## src/rtl/cpu_run_controller_if.sv

```systemverilog
// Run-control bundle between the board/CPU side (master) and the run-control sequencer (slave).
// Pure wiring: no storage and no added latency.
// No backpressure: every signal is a level that is sampled each cycle.
// Optional feature macro: RUNCTL_BREAKPOINT_EN (adds bp_addr / bp_valid).
interface cpu_run_controller_if #(
    parameter int PC_W  = 32,
    parameter int CNT_W = 32
);
    logic             cont;
    logic             step;
    logic             halt;
    logic [PC_W-1:0]  pc;
`ifdef RUNCTL_BREAKPOINT_EN
    logic [PC_W-1:0]  bp_addr;
    logic             bp_valid;
`endif
    logic             cpu_en;
    logic [1:0]       run_state;
    logic             halted;
    logic [CNT_W-1:0] instr_count;

`ifdef RUNCTL_BREAKPOINT_EN
    modport master (
        output cont, step, halt, pc, bp_addr, bp_valid,
        input  cpu_en, run_state, halted, instr_count
    );
    modport slave (
        input  cont, step, halt, pc, bp_addr, bp_valid,
        output cpu_en, run_state, halted, instr_count
    );
`else
    modport master (
        output cont, step, halt, pc,
        input  cpu_en, run_state, halted, instr_count
    );
    modport slave (
        input  cont, step, halt, pc,
        output cpu_en, run_state, halted, instr_count
    );
`endif
endinterface

```

## src/rtl/cpu_run_controller.sv

```systemverilog
// Run-control sequencer: gates CPU commits, stops on HALT/breakpoint, resumes/steps on button edges.
// cpu_en is combinational in the current cycle; state/halted/instr_count update one clock later.
// No backpressure: button edges arriving in RUN or STEP are dropped, never queued.
// Optional feature macro: RUNCTL_BREAKPOINT_EN (PC breakpoint comparator and BREAK state).
module cpu_run_controller #(
    parameter int PC_W  = 32,
    parameter int CNT_W = 32
) (
    input  logic                 clk,
    input  logic                 reset,
    cpu_run_controller_if.slave  bus
);
    typedef enum logic [1:0] {
        ST_RUN    = 2'b00,
        ST_HALTED = 2'b01,
        ST_STEP   = 2'b10,
        ST_BREAK  = 2'b11
    } state_t;

    state_t           state_q;
    state_t           state_d;
    logic             resume_first_q;
    logic             resume_first_d;
    logic             cont_q;
    logic             step_q;
    logic             cont_pulse;
    logic             step_pulse;
    logic             bp_hit;
    logic             cpu_en;
    logic [CNT_W-1:0] count_q;

    assign cont_pulse = bus.cont & ~cont_q;
    assign step_pulse = bus.step & ~step_q;

`ifdef RUNCTL_BREAKPOINT_EN
    assign bp_hit = bus.bp_valid & (bus.pc == bus.bp_addr);
`else
    // Without the comparator the PC only matters to the datapath, not to run control.
    logic unused_pc;
    assign unused_pc = ^bus.pc;
    assign bp_hit    = 1'b0;
`endif

    // Button history; reset loads 1 so a button held through reset does not fire on release.
    always_ff @(posedge clk) begin
        if (!reset) begin
            cont_q <= 1'b1;
            step_q <= 1'b1;
        end else begin
            cont_q <= bus.cont;
            step_q <= bus.step;
        end
    end

    // State register plus the one-cycle step-over flag used right after a resume.
    always_ff @(posedge clk) begin
        if (!reset) begin
            state_q        <= ST_RUN;
            resume_first_q <= 1'b0;
        end else begin
            state_q        <= state_d;
            resume_first_q <= resume_first_d;
        end
    end

    // Next-state: HALT beats breakpoint, cont beats step, the step-over cycle ignores both stops.
    always_comb begin
        state_d        = state_q;
        resume_first_d = 1'b0;
        case (state_q)
            ST_RUN: begin
                if (!resume_first_q) begin
                    if (bus.halt)
                        state_d = ST_HALTED;
                    else if (bp_hit)
                        state_d = ST_BREAK;
                end
            end
            ST_HALTED, ST_BREAK: begin
                if (cont_pulse) begin
                    state_d        = ST_RUN;
                    resume_first_d = 1'b1;
                end else if (step_pulse) begin
                    state_d = ST_STEP;
                end
            end
            ST_STEP:  state_d = ST_HALTED;
            default:  state_d = ST_RUN;
        endcase
    end

    // Outputs: commit enable is held off in reset cycles so an aborted step never commits.
    always_comb begin
        cpu_en = 1'b0;
        if (reset) begin
            case (state_q)
                ST_RUN:  cpu_en = resume_first_q | ~(bus.halt | bp_hit);
                ST_STEP: cpu_en = 1'b1;
                default: cpu_en = 1'b0;
            endcase
        end
        bus.cpu_en    = cpu_en;
        bus.run_state = state_q;
        bus.halted    = (state_q == ST_HALTED) || (state_q == ST_BREAK);
    end

    // Committed-instruction counter, saturating at all-ones.
    always_ff @(posedge clk) begin
        if (!reset)
            count_q <= '0;
        else if (cpu_en && (count_q != {CNT_W{1'b1}}))
            count_q <= count_q + {{(CNT_W-1){1'b0}}, 1'b1};
    end

    assign bus.instr_count = count_q;
endmodule

```

## src/flat_wrapper.sv

```systemverilog
// flat-port wrapper written by rule: the top's interface ports become plain ports
module cpu_run_controller_flat 
#(
    parameter int PC_W  = 32,
    parameter int CNT_W = 32
)
  (clk, reset, bus_cont, bus_step, bus_halt, bus_pc, bus_cpu_en, bus_run_state, bus_halted, bus_instr_count);
  cpu_run_controller_if #(.PC_W(PC_W), .CNT_W(CNT_W)) bus_i ();
  input  logic clk;
  input  logic reset;
  input wire logic [$bits(bus_i.cont)-1:0] bus_cont;
  input wire logic [$bits(bus_i.step)-1:0] bus_step;
  input wire logic [$bits(bus_i.halt)-1:0] bus_halt;
  input wire logic [$bits(bus_i.pc)-1:0] bus_pc;
  output wire logic [$bits(bus_i.cpu_en)-1:0] bus_cpu_en;
  output wire logic [$bits(bus_i.run_state)-1:0] bus_run_state;
  output wire logic [$bits(bus_i.halted)-1:0] bus_halted;
  output wire logic [$bits(bus_i.instr_count)-1:0] bus_instr_count;
  assign bus_i.cont = bus_cont;
  assign bus_i.step = bus_step;
  assign bus_i.halt = bus_halt;
  assign bus_i.pc = bus_pc;
  assign bus_cpu_en = bus_i.cpu_en;
  assign bus_run_state = bus_i.run_state;
  assign bus_halted = bus_i.halted;
  assign bus_instr_count = bus_i.instr_count;
  cpu_run_controller #(.PC_W(PC_W), .CNT_W(CNT_W)) u_core (.clk(clk), .reset(reset), .bus(bus_i));
endmodule
```

## config.mk

```make
export PLATFORM = sky130hd
export DESIGN_NAME = cpu_run_controller_flat
export DESIGN_NICKNAME = d
export VERILOG_FILES = /design/src/rtl/cpu_run_controller_if.sv /design/src/rtl/cpu_run_controller.sv /design/src/flat_wrapper.sv
export SDC_FILE = /design/constraint.sdc
export NUM_CORES = 1
export LEC_CHECK = 0
export BUFFER_PORTS_ARGS = -buffer_cell sky130_fd_sc_hd__buf_2
export CAP_MARGIN = 20
export CORE_MARGIN = 3
export CORE_UTILIZATION = 35
export CTS_CLUSTER_DIAMETER = 150
export DETAILED_ROUTE_END_ITERATION = 8
export PLACE_DENSITY_LB_ADDON = 0.2
export SLEW_MARGIN = 10
export SYNTH_ARGS = -nofsm -noshare
export SYNTH_HDL_FRONTEND = slang
export SYNTH_SLANG_ARGS = --single-unit
```

## constraint.sdc

```tcl
create_clock -name clk -period 4.9 [get_ports clk]
set_input_delay 0.49 -clock clk [delete_from_list [all_inputs] [get_ports clk]]
set_output_delay 0.49 -clock clk [all_outputs]
set_load 0.01 [all_outputs]
```

==> metrics.txt <==
Worst-Margin Slew 0.703 ns; Post-synth EDFFs 0; placed cell areas 2100 µm²; status finished, final reports clean; Arr. time, crit path 2.69 ns; Root Buffer clkbuf_8; met2 usage in global routing 22.4%; ant diodes 0; syn_nets 250; Reg clk slew, reported paths 0.08 ns; Reg2Reg Depth 6; placed cells 309; Crit path buffers/inverters 0; Worst setup SP type register; hpwl dp 3100 µm; grt met3 use 4.31%; Synth top area share 39.7%; Seq/Total Area, Yosys 39.7%; largest stage delay on the critical path 0.68 ns; critical path, cell by cell ha_1 -> nand4_1 -> nor4_4 -> a21bo_2 -> o21ai_0 -> a21oi_1; Die X 79.1 µm; Mapped Avg Cell Area 8.81 µm²; Routed Wire Length 4460 µm; Core Area 4940 µm²; DR vias 1,761; DP Worst Slack 2.32 ns; CP max FO 40; delay-heaviest family, CP compound AO/OA/AOI/OAI gates; initial antenna violation count 0; Die Span Y 79.1 µm; fill cell count 527; Synth Cell Area 1870 µm²; I/O Buffers 40; gr usage total 14.8%; Unique masters post-synth 44; post-synth top area cell dfxtp_1; WHS Path Cells 2; final std cells w/o fill 317; clock tree from TritonCTS yes; die footprint 6250 µm²; post-CTS setup repair buffer count 0; boundary pin count 73; Post-CTS Hold Fix Bufs 0; synthesized flop and latch total 37; setup TNS 0 ns; share of cells above drive strength 1 22.8%; Remaining DRCs 0; Multi-input gate area 1070 µm²; Leak Pwr 0.878 nW; grt peak-use layer met2; worst relative slew slack 53.2%; cells after synthesis 212; Final Hold Vio Count 0; Commonest cells post-synth 37 x dfxtp_1, 20 x nand2_1, 17 x nand4_1; pwr dens 249 nW/µm²; vias in the first global route 1,554; Post-layout nets 287; PostCTS Resize Cnt 0; Reg-to-Reg End u_core.bus.instr_count[21]; routed len/inst 14.1 µm; WP depth 6; first-pass GRT wire length 7470 µm; Register Area 741 µm²; area delta synth->final 16.7%; Antenna Violating Nets Remaining 0; largest net degree at the start of global routing 41; Routability Congestion 0.746; CP Class reg -> reg; yosys warns 0; Vias per Instance 5.56; fin crit share 50.6%; Slowest cell on crit path a21bo_2; H-tree depth 2; CP required 5.10 ns; Peak VDD IR 0.168 mV; most common cell in the netlist dfxtp_1; R2R setup slack 2.42 ns; Final setup viols 0; Async SR Flop Fraction 0%; Hold Crit Class in -> reg; Starting DRT DRC Count 85; ys flop type dfxtp_1; Initial Utilization 37.8%; MaxCap Viol Count 0; post-layout min period 2.48 ns; CTS sink count 37; critical path startpoint u_core.bus.instr_count[0]; Clock Path Buffers 2; Clock Latency Late Sink 0.28 ns; Worst Skew 0.00713 ns; fin area 2180 µm²; crit path to u_core.bus.instr_count[21]; FP Rows 25; RSZ-0062 raised after global routing no; worst r2r src u_core.bus.instr_count[0]; total congestion overflow 0; f_max 403 MHz; top cells by area, synth dfxtp_1 40%, nand4_1 5.7%, a21oi_1 4.3%; Initial DRT Pass Iterations 4; met1 usage 20.5%; Num CTS Buffers 5; Setup crit end kind register; setup ws final 2.42 ns; Max Slew Vio Count 0
-- per-layer routing --
layer / wire (µm) / vias up
met5: 0 / -
met4: 31 / 0
met3: 247 / 5
met2: 1960 / 44
met1: 2220 / 820
li1: - / 892
-- through the flow --
step	utilization, %	power (mW)	hold slack [ns]
finish	44.1	0.543	0.401
global route	44.1	0.566	0.417
CTS	44.1	0.549	0.396
detailed placement	42.5	0.345	0.478
global placement	42.5	0.344	0.472
floorplan	-	0.337	0.469
-- cell families (layout without fill, tap and decap cells) --
logic type	Yosys count	after routing	synth area share [%]
flip-flops	37	37	39.7
adder cells (fa/ha/maj)	1	1	0.670
AO/OA/AOI/OAI	52	52	18.2
buffers and inverters	12	50	3.28
XOR/XNOR	2	2	0.938
multiplexers	6	6	3.22
AND/OR/NAND/NOR	102	102	34.1
-- flip-flops by register name (all words and copies together) (netlist names) --
name	count
u_core.bus.instr_count	32
u_core.bus.run_state	2
u_core.cont_q	1
u_core.resume_first_q	1
u_core.step_q	1
-- final cells by class --
| cell class | instances | share of cell area, % |
|---|---|---|
| inverters | 2 | 0.344 |
| well taps | 67 | 3.84 |
| multi-input cells | 163 | 48.9 |
| clock buffers | 6 | 3.33 |
| flip-flops and latches | 37 | 34.0 |
| clock inverters | 2 | 0.459 |
| repair buffers | 40 | 9.18 |
-- placed cells by master, fill, tap and decap left out, types with 2 or more instances in the layout --
master | synthesis | layout
nor2_1 | 6 | 6
o211ai_1 | 4 | 4
a21oi_1 | 16 | 16
and3_1 | 3 | 3
nand3_1 | 13 | 13
nand2_1 | 20 | 20
o21ai_1 | 3 | 3
o21ai_0 | 7 | 7
clkinv_2 | 0 | 2
or4_1 | 6 | 6
nor4_1 | 4 | 4
or3_1 | 9 | 9
buf_2 | 1 | 40
nand2b_1 | 8 | 8
o21a_1 | 2 | 2
mux2i_1 | 6 | 6
nand4_1 | 17 | 17
and4_1 | 5 | 5
nor4_4 | 2 | 2
o31ai_1 | 10 | 10
dfxtp_1 | 37 | 37
o31a_1 | 2 | 2
nor3_1 | 2 | 2
clkbuf_8 | 0 | 5
-- where the power goes --
group,switching [mW],internal [mW]
Sequential,0.00307,0.304
Clock,0.107,0.0986
Combinational,0.0210,0.00970
-- worst min path at each step --
stage / start / to / slack [ns]
floorplan: u_core.step_q / u_core.bus.run_state[0] / 0.47
global placement: u_core.bus.run_state[0] / u_core.resume_first_q / 0.47
detailed placement: u_core.bus.run_state[0] / u_core.resume_first_q / 0.48
CTS: bus_step / u_core.step_q / 0.40
global route: bus_step / u_core.step_q / 0.42
finish: bus_step / u_core.step_q / 0.40
Power figures use the tool's default switching activity.
